--- src/rtl/cpu_pipe_pkg.sv ---
// rtl/cpu_pipe_pkg.sv - shared field indices and defaults for the pipeline latches
package cpu_pipe_pkg;

    localparam int FIELD_PC = 0;
    localparam int FIELD_IR = 1;
    localparam int FIELD_A  = 2;
    localparam int FIELD_B  = 3;

    localparam int DEF_WIDTH      = 32;
    localparam int DEF_NUM_FIELDS = 4;

    localparam logic [DEF_WIDTH-1:0] NOP_INSN = 32'b0;

endpackage

--- src/rtl/pipe_stage_latch_if.sv ---
// rtl/pipe_stage_latch_if.sv - valid/ready bundle around one pipeline latch
interface pipe_stage_latch_if
    import cpu_pipe_pkg::*;
#(
    parameter int DW = DEF_WIDTH * DEF_NUM_FIELDS
);
    logic          in_valid;
    logic          in_ready;
    logic [DW-1:0] in_data;
    logic          out_valid;
    logic          out_ready;
    logic [DW-1:0] out_data;

    // master is the surrounding pipeline (drives upstream data, downstream ready)
    modport master (
        output in_valid, in_data, out_ready,
        input  in_ready, out_valid, out_data
    );

    modport slave (
        input  in_valid, in_data, out_ready,
        output in_ready, out_valid, out_data
    );
endinterface

--- src/rtl/reg_nbit.sv ---
// rtl/reg_nbit.sv - parametrised register with synchronous reset to a constant
module reg_nbit #(
    parameter int           N           = 32,
    parameter logic [N-1:0] RESET_VALUE = '0
) (
    input  logic         clock,
    input  logic         ctrl_writeEnable,
    input  logic         ctrl_reset,
    input  logic [N-1:0] data_writeReg,
    output logic [N-1:0] data_readReg
);

    always_ff @(posedge clock) begin
        if (ctrl_reset) begin
            data_readReg <= RESET_VALUE;
        end else if (ctrl_writeEnable) begin
            data_readReg <= data_writeReg;
        end
    end

endmodule

--- src/rtl/pipe_stage_latch.sv ---
// rtl/pipe_stage_latch.sv - inter-stage latch with skid buffer, flush bubble and stall counter
module pipe_stage_latch
    import cpu_pipe_pkg::*;
#(
    parameter int               WIDTH      = DEF_WIDTH,
    parameter int               NUM_FIELDS = DEF_NUM_FIELDS,
    parameter int               NOP_FIELD  = FIELD_IR,
    parameter logic [WIDTH-1:0] NOP_VALUE  = NOP_INSN,
    parameter int               CNT_W      = 16
) (
    input  logic                 clock,
    input  logic                 reset,
    input  logic                 flush,
    pipe_stage_latch_if.slave    bus,
    output logic [CNT_W-1:0]     stall_count
);

    localparam int             DW     = WIDTH * NUM_FIELDS;
    localparam logic [DW-1:0]  BUBBLE = DW'(NOP_VALUE) << (NOP_FIELD * WIDTH);

    logic          w_out_valid;
    logic          w_skid_valid;
    logic [DW-1:0] w_main_data;
    logic [DW-1:0] w_skid_data;
    logic          w_acc;
    logic          w_pop;
    logic          w_main_load;
    logic          w_main_we;
    logic          w_skid_we;
    logic          w_out_valid_d;
    logic          w_skid_valid_d;
    logic [DW-1:0] w_main_d;
    logic          w_kill;
    logic [CNT_W-1:0] r_stall_count;

    assign bus.in_ready  = !w_skid_valid && !reset;
    assign bus.out_valid = w_out_valid;
    assign bus.out_data  = w_main_data;

    assign w_acc  = bus.in_valid && bus.in_ready;
    assign w_pop  = w_out_valid && bus.out_ready;
    assign w_kill = reset || flush;

    // Main refills when empty or draining; the skid entry always goes first to keep order.
    assign w_main_load    = !w_out_valid || w_pop;
    assign w_main_we      = w_main_load && (w_skid_valid || w_acc);
    assign w_main_d       = w_skid_valid ? w_skid_data : bus.in_data;
    assign w_out_valid_d  = w_main_load ? (w_skid_valid || w_acc) : 1'b1;
    assign w_skid_we      = !w_main_load && w_acc;
    assign w_skid_valid_d = w_main_load ? 1'b0 : (w_skid_valid || w_acc);

    reg_nbit #(.N(DW), .RESET_VALUE(BUBBLE)) u_main_data (
        .clock            (clock),
        .ctrl_writeEnable (w_main_we),
        .ctrl_reset       (w_kill),
        .data_writeReg    (w_main_d),
        .data_readReg     (w_main_data)
    );

    reg_nbit #(.N(DW), .RESET_VALUE('0)) u_skid_data (
        .clock            (clock),
        .ctrl_writeEnable (w_skid_we),
        .ctrl_reset       (reset),
        .data_writeReg    (bus.in_data),
        .data_readReg     (w_skid_data)
    );

    reg_nbit #(.N(1), .RESET_VALUE(1'b0)) u_out_valid (
        .clock            (clock),
        .ctrl_writeEnable (1'b1),
        .ctrl_reset       (w_kill),
        .data_writeReg    (w_out_valid_d),
        .data_readReg     (w_out_valid)
    );

    reg_nbit #(.N(1), .RESET_VALUE(1'b0)) u_skid_valid (
        .clock            (clock),
        .ctrl_writeEnable (1'b1),
        .ctrl_reset       (w_kill),
        .data_writeReg    (w_skid_valid_d),
        .data_readReg     (w_skid_valid)
    );

    // Performance counter survives flush; only reset clears it.
    always_ff @(posedge clock) begin
        if (reset) begin
            r_stall_count <= '0;
        end else if (w_out_valid && !bus.out_ready && !(&r_stall_count)) begin
            r_stall_count <= r_stall_count + 1'b1;
        end
    end

    assign stall_count = r_stall_count;

endmodule

--- src/flat_wrapper.sv ---
// flat-port wrapper written by rule: the top's interface ports become plain ports
module pipe_stage_latch_flat import cpu_pipe_pkg::*;
#(
    parameter int               WIDTH      = DEF_WIDTH,
    parameter int               NUM_FIELDS = DEF_NUM_FIELDS,
    parameter int               NOP_FIELD  = FIELD_IR,
    parameter logic [WIDTH-1:0] NOP_VALUE  = NOP_INSN,
    parameter int               CNT_W      = 16
)
  (clock, reset, flush, stall_count, bus_in_valid, bus_in_data, bus_out_ready, bus_in_ready, bus_out_valid, bus_out_data);
  pipe_stage_latch_if #(.DW((WIDTH * NUM_FIELDS))) bus_i ();
  input  logic clock;
  input  logic reset;
  input  logic flush;
  output logic [CNT_W-1:0] stall_count;
  input wire logic [$bits(bus_i.in_valid)-1:0] bus_in_valid;
  input wire logic [$bits(bus_i.in_data)-1:0] bus_in_data;
  input wire logic [$bits(bus_i.out_ready)-1:0] bus_out_ready;
  output wire logic [$bits(bus_i.in_ready)-1:0] bus_in_ready;
  output wire logic [$bits(bus_i.out_valid)-1:0] bus_out_valid;
  output wire logic [$bits(bus_i.out_data)-1:0] bus_out_data;
  assign bus_i.in_valid = bus_in_valid;
  assign bus_i.in_data = bus_in_data;
  assign bus_i.out_ready = bus_out_ready;
  assign bus_in_ready = bus_i.in_ready;
  assign bus_out_valid = bus_i.out_valid;
  assign bus_out_data = bus_i.out_data;
  pipe_stage_latch #(.WIDTH(WIDTH), .NUM_FIELDS(NUM_FIELDS), .NOP_FIELD(NOP_FIELD), .NOP_VALUE(NOP_VALUE), .CNT_W(CNT_W)) u_core (.clock(clock), .reset(reset), .flush(flush), .bus(bus_i), .stall_count(stall_count));
endmodule
--- config.mk ---
export PLATFORM = sky130hd
export DESIGN_NAME = pipe_stage_latch_flat
export DESIGN_NICKNAME = d
export VERILOG_FILES = /design/src/rtl/cpu_pipe_pkg.sv /design/src/rtl/pipe_stage_latch_if.sv /design/src/rtl/reg_nbit.sv /design/src/rtl/pipe_stage_latch.sv /design/src/flat_wrapper.sv
export SDC_FILE = /design/constraint.sdc
export NUM_CORES = 1
export LEC_CHECK = 0
export BUFFER_PORTS_ARGS = -buffer_cell sky130_fd_sc_hd__buf_2
export CAP_MARGIN = 20
export CORE_MARGIN = 2
export CORE_UTILIZATION = 37
export CTS_CLUSTER_SIZE = 30
export DETAILED_ROUTE_END_ITERATION = 6
export PLACE_DENSITY = 0.62
export SLEW_MARGIN = 30
export SYNTH_ARGS = -nofsm -noshare
export SYNTH_HDL_FRONTEND = slang
export SYNTH_HIERARCHICAL = 1
export SYNTH_SLANG_ARGS = --single-unit
--- constraint.sdc ---
create_clock -name clock -period 5.44 [get_ports clock]
set_input_delay 1.088 -clock clock [delete_from_list [all_inputs] [get_ports clock]]
set_output_delay 1.088 -clock clock [all_outputs]
set_load 0.02 [all_outputs]
Word-level counts from Yosys, hierarchy flattened
Cells that the tools add are included.
- bits in registers: 274
- input port bits: 133
- output and inout port bits: 146
- word-level logic and storage cells: 26
- $add $sub $neg: 1
- mux-type cells: 2
- reductions and logical operators: 18
- operator list (operator ; count):
    128-bit 2-to-1 mux ; 1
    16-bit by 1-bit adder with 16-bit output, second input constant ; 1
    16-bit AND reduction ; 1
    1-bit logical AND ; 7
    1-bit zero test ; 6
    1-bit logical OR ; 3
    2-bit OR reduction ; 1
    1-bit 2-to-1 mux ; 1

Logic depth before layout (Yosys ltp)
Gate-level depths: netlist of the first run.
- depth after elaboration: 5
- depth in mapped cells: 8
- depth with buffers taken out: 5

Modules after synthesis
The synthesis of the first run kept the hierarchy.
- modules (own cells, without submodules) (module ; instances ; cells each ; area an instance (um2) ; sequential area each (um2)):
    reg_nbit at u_core.u_main_data ... ; 2 ; 412 ; 4652.0 ; 2562.5
    pipe_stage_latch ; 1 ; 252 ; 2412.3 ; 320.3
    reg_nbit at u_core.u_out_valid ... ; 2 ; 3 ; 33.8 ; 20.0

Worst setup path after synthesis of the first run
OpenSTA, ideal clock, no wires.
- path type: input -> output
- start: input port reset
- end: output port bus_in_ready
- arrival time: 1.501 ns
- data required time: 4.352 ns
- setup slack: 2.851 ns
- stages: 2
- path buffers: 1
- cells stage by stage: buf_6 -> nor2_1
- longest elaborated chain between the ends: 2
- RTL lines (what ; RTL line ; RTL):
    start, declared ; flat_wrapper.sv:13 ; input logic reset;
    1-bit zero test ; pipe_stage_latch.sv:36 ; assign bus.in_ready = !w_skid_valid && !reset;
    1-bit logical AND ; pipe_stage_latch.sv:36 ;
    end, declared ; flat_wrapper.sv:19 ; output wire logic [$bits(bus_i.in_ready)-1:0] bus_in_ready;
Every way passes these cells.

Final worst setup path of the first run
Ends and elaborated chain as after synthesis.

==> results of run 1 <==
[path summary, 6_finish.rpt]
| path | start | endpoint | slack, ps | depth (start not counted) |
|---|---|---|---|---|
| worst min register to register | u_core/u_main_data/data_readReg[16] | u_core/u_main_data/data_readReg[16] | 490 | 2 |
| worst max-delay path | reset | bus_in_ready | 2230 | 3 |
| worst max register to register | u_core/u_skid_valid/data_readReg | u_core/u_main_data/data_readReg[67] | 2920 | 6 |
| worst min-delay path | u_core/u_main_data/data_readReg[16] | u_core/u_main_data/data_readReg[16] | 490 | 2 |
[worst register-to-register path, cell delays in order (launching register included)]
cell and delay [ps]:
dfxtp_4 540, a21oi_1 150, nor2_4 110, buf_4 390, buf_4 790, mux2i_1 360
nor2_1 60
[layout make-up]
class,instances,area (µm²),area share (%)
repair buffers,289,1514,10.72
multi-input cells,731,5560,39.36
clock buffers,44,884.6,6.261
well taps,402,503.0,3.560
inverters,3,11.26,0.07970
flip-flops and latches,274,5489,38.85
clock inverters,12,166.4,1.178
[flip-flops by register name, indices dropped and copies added, names as in the netlist]
signal and count:
u_core/stall_count 16, u_core/u_out_valid/data_readReg 1, u_core/u_skid_valid/data_readReg 1, u_core/u_main_data/data_readReg 128
u_core/u_skid_data/data_readReg 128
[logic make-up (layout without fill, tap and decap cells)]
| kind of cell | count (synthesis) | in the layout | synth area share (%) |
|---|---|---|---|
| muxes | 387 | 387 | 34.23 |
| and+or+nand+nor | 313 | 313 | 11.27 |
| DFF | 274 | 274 | 46.55 |
| buffers and inverters | 78 | 348 | 6.424 |
| AOI/OAI and AO/OA | 28 | 28 | 1.391 |
| adders and majority gates | 1 | 1 | 0.1062 |
| other | 1 | 2 | 0.03182 |
[cell usage in the layout (no fill, tap or decap), drive strengths merged, types with 3 or more instances in the layout]
cell and n:
o31ai 6, nand2 10, nand4 8, bufinv 4
nor2 264, o21ai 5, mux2 128, or4 7
nand3 4, mux2i 259, or3 6, clkbuf 44
buf 289, a21oi 14, inv 3, nor3 4
dfxtp 274, nor4 3, clkinv 7
[layer usage]
layer  track usage, %  share of wire (%)  up-vias
li1                 -                  -     4217
met5                0              0.047        -
met4            3.000                1.6        2
met1            20.22                 45     4046
met3            5.687                8.6       34
met2            27.30                 45      228
[power by group through the flow]
stage	Sequential, mW	Clock, mW	Combinational (mW)
final	2.04	2.13	0.304
after global routing	2.05	2.27	0.333
after CTS	2.04	2.20	0.307
after detailed placement	2.09	0	0.306
after global placement	2.09	0	0.302
after floorplan	2.11	0	0.183
[per-stage QoR]
stage | setup WS, ps | cell area (µm²) | util (%) | std cells
floorplan | 2851 | 11790 | - | 1083
global placement | 1777 | 13060 | 41.49 | 1698
detailed placement | 1701 | 13060 | 41.49 | 1698
CTS | 2192 | 14110 | 44.83 | 1754
global route | 2122 | 14130 | 44.89 | 1755
finish | 2235 | 14130 | 44.89 | 1755
==> results_dict.tcl, run 1 <==
set metrics [dict create \
    status "completed" \
    finalCriticalPeriod_ps 3205 \
    timing.hold.ws_ps 485.1 \
    drv_slew 0 \
    avgRoutedWirePerCell_um 15.75 \
    h-tree-depth 1 \
    total_leakage_power_nw 5.681 \
    crit_fanout 75 \
    num_vias 8527 \
    async_flop_share_pct 0 \
    powerDensity_mw_per_mm2 316.7 \
    post-synth-top-area-cell "dfxtp_1" \
    portBuffers 278 \
    drive_above_1_share_pct 35.25 \
    gp_congestion 0.7156 \
    rsz0062_at_grt "no" \
    vias_per_cell 4.859 \
    required_ps 4350 \
    cp_num_buf_inv 2 \
    drcViolationCount 0 \
    hold_violations 0 \
    finClkSkew_ps 8.929 \
    finalSetupTns_ps 0 \
    p_seq_share_pct 45.7 \
    synth.area.top_cells "dfxtp_1 (47%), mux2i_1 (22%), mux2_2 (12%)" \
    crit_type "input port to primary output" \
    setup.worst_path.end_class "primary output" \
    period_share_pct 58.92 \
    path_clk_slew_ps 60 \
    avgSynthCellArea_um2 10.89 \
    rows 65 \
    fmax_mhz 312.0 \
    drt_iter0_markers 324 \
    area_growth_pct 19.90 \
    nets 1463 \
    synthCells 1082 \
    switching_share_pct 22.21 \
    grt_pass1_wl_um 44440 \
    pwr-share-comb_pct 6.8 \
    grt_remaining_overflow 0 \
    grt_usage_pct 16.23 \
    max_slew_margin_pct 34.71 \
    post_cts.repair.setup_buffers 0 \
    synth_seq_cells 274 \
    synth_area_mm2 0.01178 \
    crit_path_cell_trace "buf_4 -> nor2_1 -> buf_2" \
    ant_nets 0 \
    clockRootBuffer "clkbuf_16" \
    clkLatencyLatePin_ps 540 \
    synth_common_cells "dfxtp_1 (274), nor2_1 (264), mux2i_1 (259)" \
    cts_made_buffers 30 \
    p_sw_mw 0.9938 \
    p_int_mw 3.481 \
    dr.pass1.iters 4 \
    coreArea_mm2 0.03147 \
    die-width_um 182.5 \
    dp_hpwl_um 17690 \
    synth_edf_count 0 \
    cts.sinks 274 \
    synth_ff_type "dfxtp_1" \
    crit_arrival_ps 2120 \
    cts-resized-gates 0 \
    ioPinCount 279 \
    antennaDiodeCount 0 \
    hold_path_class "register to register" \
    ctsLongestPathBuffers 3 \
    yosys.cell_count.top_type "dfxtp_1" \
    finalSetupViolCount 0 \
    grt_max_degree 76 \
    setup.worst_path.start_class "input port" \
    cpMaxStageDelayCell "buf_4" \
    start_util_pct 37.44 \
    antenna_found_initial 2 \
    routed_wl_um 27650 \
    grt_pass1_vias 8555 \
    peakVddDrop_mv 0.2516 \
    synth_top_area_share_pct 46.55 \
    tightest_slew_ps 979.3 \
    yosys_warnings 6 \
    maxCapViolCount 0 \
    ys_seq_area_share_pct 46.55 \
    slowest_delay_ps 640 \
    ctsHoldBuffers 0 \
    cpLargestDelayFamily "buffers and inverters" \
    fillers 3026 \
    power_mw 4.474 \
    clkPwrFrac_pct 47.5 \
    dieArea_mm2 0.03329 \
    synth_cell_types 39 \
    die_h_um 182.5 \
    cts_tree "built" \
]
(Power assumes the default switching activity.)
==> run 2, diff against run 1 <==
- PLACE_DENSITY: 0.62 -> 0.64
- clock period: 5.44 -> 2.85 ns (I/O delays scaled with it)
==> run 2 against run 1 <==
Net effect: critical path depth rose by 1; worst setup slack lost 1400 ps; via count hardly changed; total power is 91% higher; wire length shrank 0.99%; global-route usage decreased by 0.43 points; first-iteration DRC count is 26% lower; largest cell class unchanged; cell count increased by 0.34%; sequential share of layout area shrank 0.37 points; clock skew rose by 4.1 ps; count of clock-buffer cells in the layout up 1; sequential power increased by 91%; critical path type is now register to register.
==> results_dict.tcl, run 2 (synthesis gave the netlist of run 1 again) <==
set metrics [dict create \
    peakVddDrop_mv 0.5297 \
    p_sw_mw 1.893 \
    ctsLongestPathBuffers 3 \
    placed_cell_area_mm2 0.01320 \
    place_ws_ps 621.2 \
    dp_hpwl_um 17430 \
    vias_per_cell 4.838 \
    whs_endpoint "u_core/stall_count[0]" \
    grt_pass1_wl_um 43540 \
    switching_share_pct 22.16 \
    design_area_mm2 0.01426 \
    path_clk_slew_ps 60 \
    rr_startpoint "u_core/u_out_valid/data_readReg" \
    finalSetupTns_ps 0 \
    setup.worst_path.end_class "register" \
    powerDensity_mw_per_mm2 598.9 \
    ant_nets 0 \
    finalCriticalPeriod_ps 2012 \
    avgRoutedWirePerCell_um 15.54 \
    cts_tree "built" \
    status "completed" \
    worst_r2r_path_depth 4 \
    area_growth_pct 21.04 \
    coreArea_mm2 0.03147 \
    final_cells 1761 \
    required_ps 3330 \
    power_mw 8.543 \
    drt_iter0_markers 239 \
    nets 1467 \
    cpLargestDelayFamily "simple AND/OR/NAND/NOR gates" \
    total_leakage_power_nw 5.730 \
    finalSetupViolCount 0 \
    setup.worst_path.start_class "register" \
    portBuffers 278 \
    ff2ff_setup_slack_ps 840 \
    mostFrequentLayoutCells "buf_2 (277), dfxtp_1 (273), nor2_1 (263), mux2i_1 (259), mux2_2 (128)" \
    cts_made_buffers 30 \
    register_area_mm2 0.005489 \
    cts.sinks 274 \
    setup_ws_ps 838.5 \
    clockRootBuffer "clkbuf_16" \
    tightest_slew_ps 853.5 \
    final_util_pct 45.32 \
    maxCapViolCount 0 \
    die_h_um 182.5 \
    r2r-end "u_core/stall_count[7]" \
    drcViolationCount 0 \
    cts-resized-gates 0 \
    hold_path_depth 2 \
    cp_num_buf_inv 0 \
    routed_wl_um 27370 \
    grt_remaining_overflow 0 \
    grt-busiest-layer "met2" \
    grtUsageMet3_pct 5.408 \
    hold_path_class "input port to register" \
    antenna_found_initial 7 \
    drv_slew 0 \
    final_common_cell "buf_2" \
    start_util_pct 37.44 \
    grt_pass1_vias 8448 \
    p_seq_share_pct 45.6 \
    die-width_um 182.5 \
    clkPwrFrac_pct 47.6 \
    timing.hold.ws_ps 243.3 \
    rows 65 \
    dp_cells 1703 \
    max_slew_margin_pct 43.10 \
    crit_fanout 14 \
    ctsHoldBuffers 0 \
    ioPinCount 279 \
    period_share_pct 70.58 \
    grt_usage_pct 15.79 \
    h-tree-depth 1 \
    cpMaxStageDelayCell "or4_2" \
    use_met1_pct 19.24 \
    grt_max_degree 143 \
    rsz0062_at_grt "no" \
    num_vias 8519 \
    finClkSkew_ps 13.00 \
    post_cts.repair.setup_buffers 0 \
    hold_violations 0 \
    pwr-share-comb_pct 6.8 \
    crit_path_cell_trace "nor2b_4 -> nand4_1 -> or4_2 -> a21oi_1" \
    p_int_mw 6.650 \
    gr-usage-met2_pct 26.48 \
    drive_above_1_share_pct 35.67 \
    gp_congestion 0.7709 \
    dieArea_mm2 0.03329 \
    slowest_delay_ps 690 \
    multi_input_area_mm2 0.005560 \
    fillers 3044 \
    dr.pass1.iters 4 \
    crit_arrival_ps 2490 \
    crit_type "register to register" \
    min_from "reset" \
    clkLatencyLatePin_ps 550 \
    fmax_mhz 497.1 \
]
## run 2: cell count changes in the layout (fill, tap and decap cells not counted), sizes merged
cell,before,now
buf,289,293
diode,0,2
bufinv,4,3
clkbuf,44,45
clkinv,7,6
clkinvlp,1,2
## run 2: power groups by stage
stage	combinational [mW]	sequential, mW	clock, mW
after detailed placement	0.588	3.98	0
after floorplan	0.349	4.03	0
after CTS	0.591	3.90	4.20
after global routing	0.635	3.90	4.33
final	0.581	3.90	4.06
after global placement	0.579	3.98	0
## run 2: per-layer routing
metal	wire length (µm)	share of wire, %
met1	11800	43
met2	12540	46
met3	2211	8.1
met4	775	2.8
met5	38	0.14
## run 2: area by class of cell
type	instances	area share [%]
Clock inverter	11	0.9474
Tap cell	402	3.526
Timing Repair Buffer	293	11.44
Inverter	3	0.07895
Clock buffer	45	6.509
Antenna cell	2	0.03509
Sequential cell	274	38.48
Multi-Input combinational cell	731	38.98
## run 2: worst reg2reg max path: cells and delay by family (launching register included)
kind            cells  cell delay (ps)
compound gates      1              150
simple gates        3             1370
flops               1              410
## run 2: how the worst max path moves through the flow
| stage | startpoint | to | depth (start not counted) |
|---|---|---|---|
| 3_5_place_dp | bus_out_ready | u_core/stall_count[7] | 5 |
| 3_3_place_gp | bus_out_ready | u_core/stall_count[7] | 5 |
| 2_1_floorplan | u_core/u_skid_valid/data_readReg | u_core/u_main_data/data_readReg[100] | 8 |
| 4_1_cts | u_core/u_out_valid/data_readReg | u_core/stall_count[7] | 4 |
| 5_1_grt | u_core/u_out_valid/data_readReg | u_core/stall_count[7] | 4 |
| 6_report | u_core/u_out_valid/data_readReg | u_core/stall_count[7] | 4 |
